--- src/rtl/crc_pkg.sv ---
// Shared types and LFSR helper for the serial CRC frame path.
// crc_step works on values MSB-aligned in CRC_MAX_W bits.
package crc_pkg;

    typedef enum logic [1:0] {
        IDLE,
        PAYLOAD,
        CRC
    } crc_state_e;

    localparam int CRC_MAX_W = 64;

    localparam logic [15:0] CRC16_CCITT_POLY = 16'h1021;
    localparam logic [15:0] CRC16_INIT_FFFF  = 16'hFFFF;
    localparam logic [15:0] CRC16_INIT_0000  = 16'h0000;

    function automatic logic [CRC_MAX_W-1:0] crc_step(
        input logic [CRC_MAX_W-1:0] lfsr,
        input logic                 din,
        input logic [CRC_MAX_W-1:0] poly
    );
        logic fb;
        fb = lfsr[CRC_MAX_W-1] ^ din;
        return {lfsr[CRC_MAX_W-2:0], 1'b0} ^ (fb ? poly : '0);
    endfunction

endpackage

--- src/rtl/crc_frame_serializer_lfsr.sv ---
// Bit-serial CRC LFSR: load, feed payload bits, or shift out plain.
// Load has priority so a new frame can start on the last bit.
module crc_lfsr_serial
    import crc_pkg::*;
#(
    parameter int               CRC_W = 16,
    parameter logic [CRC_W-1:0] POLY  = CRC16_CCITT_POLY,
    parameter logic [CRC_W-1:0] INIT  = CRC16_INIT_FFFF
) (
    input  logic             clk,
    input  logic             reset,
    input  logic             load_i,
    input  logic             shift_in_en_i,
    input  logic             shift_out_en_i,
    input  logic             bit_i,
    output logic [CRC_W-1:0] lfsr_o
);

    localparam int PAD = CRC_MAX_W - CRC_W;

    logic [CRC_W-1:0]     lfsr_q;
    logic [CRC_W-1:0]     lfsr_d;
    logic [CRC_MAX_W-1:0] step_w;

    always_comb begin
        step_w = crc_step(CRC_MAX_W'(lfsr_q) << PAD, bit_i,
                          CRC_MAX_W'(POLY) << PAD);
        lfsr_d = lfsr_q;
        if (load_i) begin
            lfsr_d = INIT;
        end else if (shift_in_en_i) begin
            lfsr_d = CRC_W'(step_w >> PAD);
        end else if (shift_out_en_i) begin
            lfsr_d = {lfsr_q[CRC_W-2:0], 1'b0};
        end
    end

    always_ff @(posedge clk) begin
        if (reset) begin
            lfsr_q <= INIT;
        end else begin
            lfsr_q <= lfsr_d;
        end
    end

    assign lfsr_o = lfsr_q;

endmodule

--- src/rtl/crc_frame_serializer.sv ---
// Payload word to serial bit stream with optional appended CRC.
// Supports back-to-back frames by accepting during the last bit.
module crc_frame_serializer
    import crc_pkg::*;
#(
    parameter int               DATA_W   = 32,
    parameter int               CRC_W    = 16,
    parameter logic [CRC_W-1:0] CRC_POLY = CRC16_CCITT_POLY,
    parameter logic [CRC_W-1:0] CRC_INIT = CRC16_INIT_FFFF
) (
    input  logic              clk,
    input  logic              reset,
    input  logic              in_valid,
    output logic              in_ready,
    input  logic [DATA_W-1:0] in_data,
    input  logic              in_lsb_first,
    input  logic              in_crc_en,
    output logic              ser_out,
    output logic              ser_valid,
    output logic              ser_last,
    output logic              done_tick,
    output logic              busy,
    output logic [CRC_W-1:0]  crc_value
);

    localparam int CNT_MAX = (DATA_W > CRC_W) ? DATA_W : CRC_W;
    localparam int CNT_W   = $clog2(CNT_MAX + 1);
    localparam int PAD     = CRC_MAX_W - CRC_W;

    localparam logic [CNT_W-1:0] PAY_LAST = CNT_W'(DATA_W - 1);
    localparam logic [CNT_W-1:0] CRC_LAST = CNT_W'(CRC_W - 1);

    crc_state_e        state_q, state_d;
    logic [DATA_W-1:0] shreg_q, shreg_d;
    logic              lsb_q, lsb_d;
    logic              crc_en_q, crc_en_d;
    logic [CNT_W-1:0]  cnt_q, cnt_d;
    logic [CRC_W-1:0]  fcrc_q, fcrc_d;
    logic [CRC_W-1:0]  crc_value_q, crc_value_d;
    logic              done_q;

    logic [CRC_W-1:0]  lfsr;
    logic [CRC_W-1:0]  crc_after;
    logic              pay_bit;
    logic              pay_last;
    logic              crc_last;
    logic              accept;

    assign pay_bit  = lsb_q ? shreg_q[0] : shreg_q[DATA_W-1];
    assign pay_last = (state_q == PAYLOAD) && (cnt_q == PAY_LAST);
    assign crc_last = (state_q == CRC) && (cnt_q == CRC_LAST);

    // LFSR value once the current payload bit is folded in
    assign crc_after = CRC_W'(crc_step(CRC_MAX_W'(lfsr) << PAD, pay_bit,
                                       CRC_MAX_W'(CRC_POLY) << PAD) >> PAD);

    assign ser_valid = (state_q != IDLE);
    assign ser_out   = (state_q == PAYLOAD) ? pay_bit :
                       (state_q == CRC)     ? lfsr[CRC_W-1] : 1'b0;
    assign ser_last  = (pay_last && !crc_en_q) || crc_last;
    assign in_ready  = (state_q == IDLE) || ser_last;
    assign accept    = in_valid && in_ready;
    assign busy      = ser_valid;
    assign done_tick = done_q;
    assign crc_value = crc_value_q;

    always_comb begin
        state_d     = state_q;
        shreg_d     = shreg_q;
        lsb_d       = lsb_q;
        crc_en_d    = crc_en_q;
        cnt_d       = cnt_q + 1'b1;
        fcrc_d      = fcrc_q;
        crc_value_d = crc_value_q;
        unique case (state_q)
            PAYLOAD: begin
                shreg_d = lsb_q ? (shreg_q >> 1) : (shreg_q << 1);
                if (pay_last) begin
                    cnt_d   = '0;
                    fcrc_d  = crc_after;
                    state_d = crc_en_q ? CRC : IDLE;
                    if (!crc_en_q) begin
                        crc_value_d = crc_after;
                    end
                end
            end
            CRC: begin
                if (crc_last) begin
                    cnt_d       = '0;
                    state_d     = IDLE;
                    crc_value_d = fcrc_q;
                end
            end
            default: begin
                cnt_d = '0;
            end
        endcase
        if (accept) begin
            state_d  = PAYLOAD;
            cnt_d    = '0;
            shreg_d  = in_data;
            lsb_d    = in_lsb_first;
            crc_en_d = in_crc_en;
        end
    end

    always_ff @(posedge clk) begin
        if (reset) begin
            state_q     <= IDLE;
            shreg_q     <= '0;
            lsb_q       <= 1'b0;
            crc_en_q    <= 1'b0;
            cnt_q       <= '0;
            fcrc_q      <= '0;
            crc_value_q <= '0;
            done_q      <= 1'b0;
        end else begin
            state_q     <= state_d;
            shreg_q     <= shreg_d;
            lsb_q       <= lsb_d;
            crc_en_q    <= crc_en_d;
            cnt_q       <= cnt_d;
            fcrc_q      <= fcrc_d;
            crc_value_q <= crc_value_d;
            done_q      <= ser_last;
        end
    end

    crc_lfsr_serial #(
        .CRC_W (CRC_W),
        .POLY  (CRC_POLY),
        .INIT  (CRC_INIT)
    ) u_lfsr (
        .clk            (clk),
        .reset          (reset),
        .load_i         (accept),
        .shift_in_en_i  (state_q == PAYLOAD),
        .shift_out_en_i (state_q == CRC),
        .bit_i          (pay_bit),
        .lfsr_o         (lfsr)
    );

endmodule

--- config.mk ---
export PLATFORM = sky130hd
export DESIGN_NAME = crc_frame_serializer
export DESIGN_NICKNAME = d
export VERILOG_FILES = /design/src/rtl/crc_pkg.sv /design/src/rtl/crc_frame_serializer_lfsr.sv /design/src/rtl/crc_frame_serializer.sv
export SDC_FILE = /design/constraint.sdc
export NUM_CORES = 1
export LEC_CHECK = 0
export ABC_AREA = 1
export CAP_MARGIN = 20
export CORE_MARGIN = 8
export CORE_UTILIZATION = 55
export DETAILED_ROUTE_END_ITERATION = 10
export GPL_TIMING_DRIVEN = 1
export PLACE_DENSITY = 0.91
export RECOVER_POWER = 50
export SYNTH_ARGS = -nofsm -noshare
export SYNTH_HDL_FRONTEND = slang
export SYNTH_SLANG_ARGS = --single-unit
--- constraint.sdc ---
create_clock -name clk -period 2.5 [get_ports clk]
set_clock_uncertainty 0.05 [all_clocks]
set_input_delay 0.375 -clock clk [delete_from_list [all_inputs] [get_ports clk]]
set_output_delay 0.375 -clock clk [all_outputs]
set_load 0.1 [all_outputs]
==> flow_summary.json <==
{
  "grt_pass1_vias": 4233,
  "grt_max_degree": 51,
  "critPathRequiredTime_ns": 2.08,
  "nets": 755,
  "area_growth_pct": 17.56,
  "htreeDepth": 3,
  "syn_inst": 677,
  "fillers": 690,
  "grt_usage": 0.1933,
  "die_w_um": 106.0,
  "dieArea_um2": 11230,
  "setup-tns-final_ns": 0,
  "drc": 0,
  "max_freq_mhz": 423.2,
  "ys_top_cells_by_count": "149 x nand2_1, 97 x nor2_1, 91 x dfxtp_1",
  "fin_crit_ns": 2.363,
  "grt_pass1_wl_mm": 18.40,
  "clk_latency_ns": 0.36,
  "pwr-share-clk": 0.326,
  "synth_top_cell_area_share": 0.4090,
  "internal_power_w": 0.002495,
  "seq_power_share": 0.429,
  "cp_max_fo": 13,
  "vias": 4346,
  "p_per_area_nw_per_um2": 714.0,
  "hp-class": "flip-flop to flip-flop",
  "die-height_um": 106.0,
  "outcome": "finished clean",
  "ys_top_cells_by_area": "dfxtp_1 41%, nand2_1 13%, nor2_1 8.2%",
  "p_leak_nw": 2.271,
  "ant_nets": 0,
  "post-route-period-util": 0.9452,
  "finalHoldViolations": 0,
  "rsz0062_at_grt": "false",
  "clockBufferDepth": 2,
  "dp_hpwl_mm": 6.970,
  "cts.sinks": 91,
  "postCtsHoldBufs": 0,
  "cp-end-kind": "output pin",
  "finalSetupViolCount": 0,
  "final-max-slew-violation-count": 0,
  "gr-total-overflow": 0,
  "ys_ff_latch": 91,
  "rows": 33,
  "root_buffer": "clkbuf_8",
  "critPathArrivalTime_ns": 1.94,
  "path_clk_slew_ns": 0.09,
  "post_drt_wl_per_cell_um": 12.89,
  "power_frac_comb": 0.245,
  "routed_wl_mm": 10.62,
  "synthArstFlopShare": 0,
  "relSlewSlack": 0.2173,
  "grt_antenna_before_repair": 0,
  "ioPinCount": 59,
  "drv_cap": 0,
  "yosys.area.top_type": "dfxtp_1",
  "ys_seq_area_frac": 0.4090,
  "tritoncts": "yes",
  "synth_fp_nets": 718,
  "drtIter0Drc": 241,
  "synth_cell_types": 26,
  "avgSynthCellArea_um2": 6.579,
  "syn-cell-area_um2": 4454,
  "switchingPower_w": 0.001244,
  "initial_core_util": 0.5532,
  "antenna_cells": 0,
  "reg2reg_setup_slack_ns": 0.23,
  "switching_share": 0.3327,
  "worst_slew_pin_slew_ns": 1.179,
  "cts-buffers-inserted": 9,
  "drive_above_1_share": 0.05981,
  "vias_per_cell": 5.274,
  "synth-main-ff-cell": "dfxtp_1",
  "core_um2": 8051,
  "port_buffers": 58,
  "place_congestion": 0.8645,
  "synth.most_common_cell": "nand2_1",
  "synth-edff-count": 0,
  "crit_path_start_kind": "flip-flop",
  "total_power_w": 0.003739,
  "ir_drop_v": 0.0002904,
  "yosys_warnings": 0,
  "crit_type": "flip-flop to output pin",
  "dr.pass1.iters": 5
}
## cell type report
class,instances,area [um2],area share
multi-input combinational,467,2143,0.4093
tap,105,131.4,0.02509
clock inverter,6,112.6,0.02151
clock buffer,10,137.6,0.02628
sequential,91,1822,0.3479
timing repair buffer,72,611.8,0.1168
inverter,73,277.8,0.05305
## flip-flops by register name, summed over array words and instances (netlist names)
name,flops
fcrc_q,16
state_q,2
lsb_q,1
crc_en_q,1
crc_value,16
done_tick,1
shreg_q,32
u_lfsr.lfsr_o,16
cnt_q,6
## cells by family after synthesis
| logic type | share of synthesized area |
|---|---|
| XOR/XNOR | 0.01180 |
| AO/OA/AOI/OAI | 0.1713 |
| buffers and inverters | 0.1079 |
| adder cells (fa/ha/maj) | 0.01124 |
| flip-flops | 0.4090 |
| AND/OR/NAND/NOR | 0.2888 |
## cells in the final DEF, fill, tap and decap left out
master / count
nand2_1: 151
nor2_1: 97
dfxtp_1: 91
inv_1: 69
a21oi_1: 69
o21ai_0: 66
nand3_1: 51
clkdlybuf4s50_1: 35
clkbuf_1: 17
buf_4: 11
clkbuf_8: 10
o211ai_1: 9
nor3_1: 5
xor2_1: 4
buf_12: 4
clkinv_1: 3
ha_1: 3
bufinv_16: 3
clkbuf_2: 3
nand4_2: 2
o21a_1: 2
xnor2_1: 2
clkinv_4: 2
nor2_4: 1
nand3_2: 1
clkinvlp_4: 1
o21ai_2: 1
nor4_1: 1
nor3b_1: 1
ha_2: 1
clkinv_2: 1
buf_2: 1
buf_8: 1
## worst paths after layout
kind,startpoint,endpoint,cells after the start
max,state_q[1],ser_out,6
min,fcrc_q[13],fcrc_q[13],2
max reg2reg,state_q[0],u_lfsr.lfsr_o[15],8
min reg2reg,fcrc_q[13],fcrc_q[13],2
## power by group through the flow
stage	registers [W]	clock network [W]	logic, W
floorplan	0.00184	0	0.000489
global placement	0.00163	0	0.000914
detailed placement	0.00164	0	0.000932
CTS	0.00160	0.00123	0.000942
global route	0.00162	0.00129	0.00100
finish	0.00160	0.00122	0.000917
## per-stage QoR
stage	instance area, um2	hold WS [ns]	std cells	util	worst slack [ns]
after floorplan	4458	0.3740	677	-	0.1224
after global placement	5059	0.3802	808	0.6283	0.3492
after detailed placement	5059	0.3885	808	0.6283	0.2908
after CTS	5309	0.4021	824	0.6594	0.01342
after global routing	5236	0.4264	824	0.6504	0.01806
final	5236	0.4015	824	0.6504	0.1370
## repair_timing
| item | 4_1_cts | 5_1_grt |
|---|---|---|
| endpoints found under the setup margin | 0 | 2 |
| buffers inserted | 0 | 0 |
| hold endpoints to repair | 0 | 0 |
| resized for setup | 0 | 4 |
## worst max-delay path, stage by stage (launching register included)
cell and delay, ns:
dfxtp_1 0.33, inv_1 0.09, ha_2 0.27, buf_4 0.22, clkinvlp_4 0.20, o21ai_2 0.26
buf_12 0.21
## per-layer routing
metal	vias up	wire length (um)	GRT usage	share of wire
li1	2227	-	-	-
met1	1972	4558	0.2214	0.43
met2	134	5247	0.3369	0.49
met3	13	655	0.04537	0.062
met4	0	157	0.08241	0.015
met5	-	0	0	0
Power figures use the tool's default switching activity.
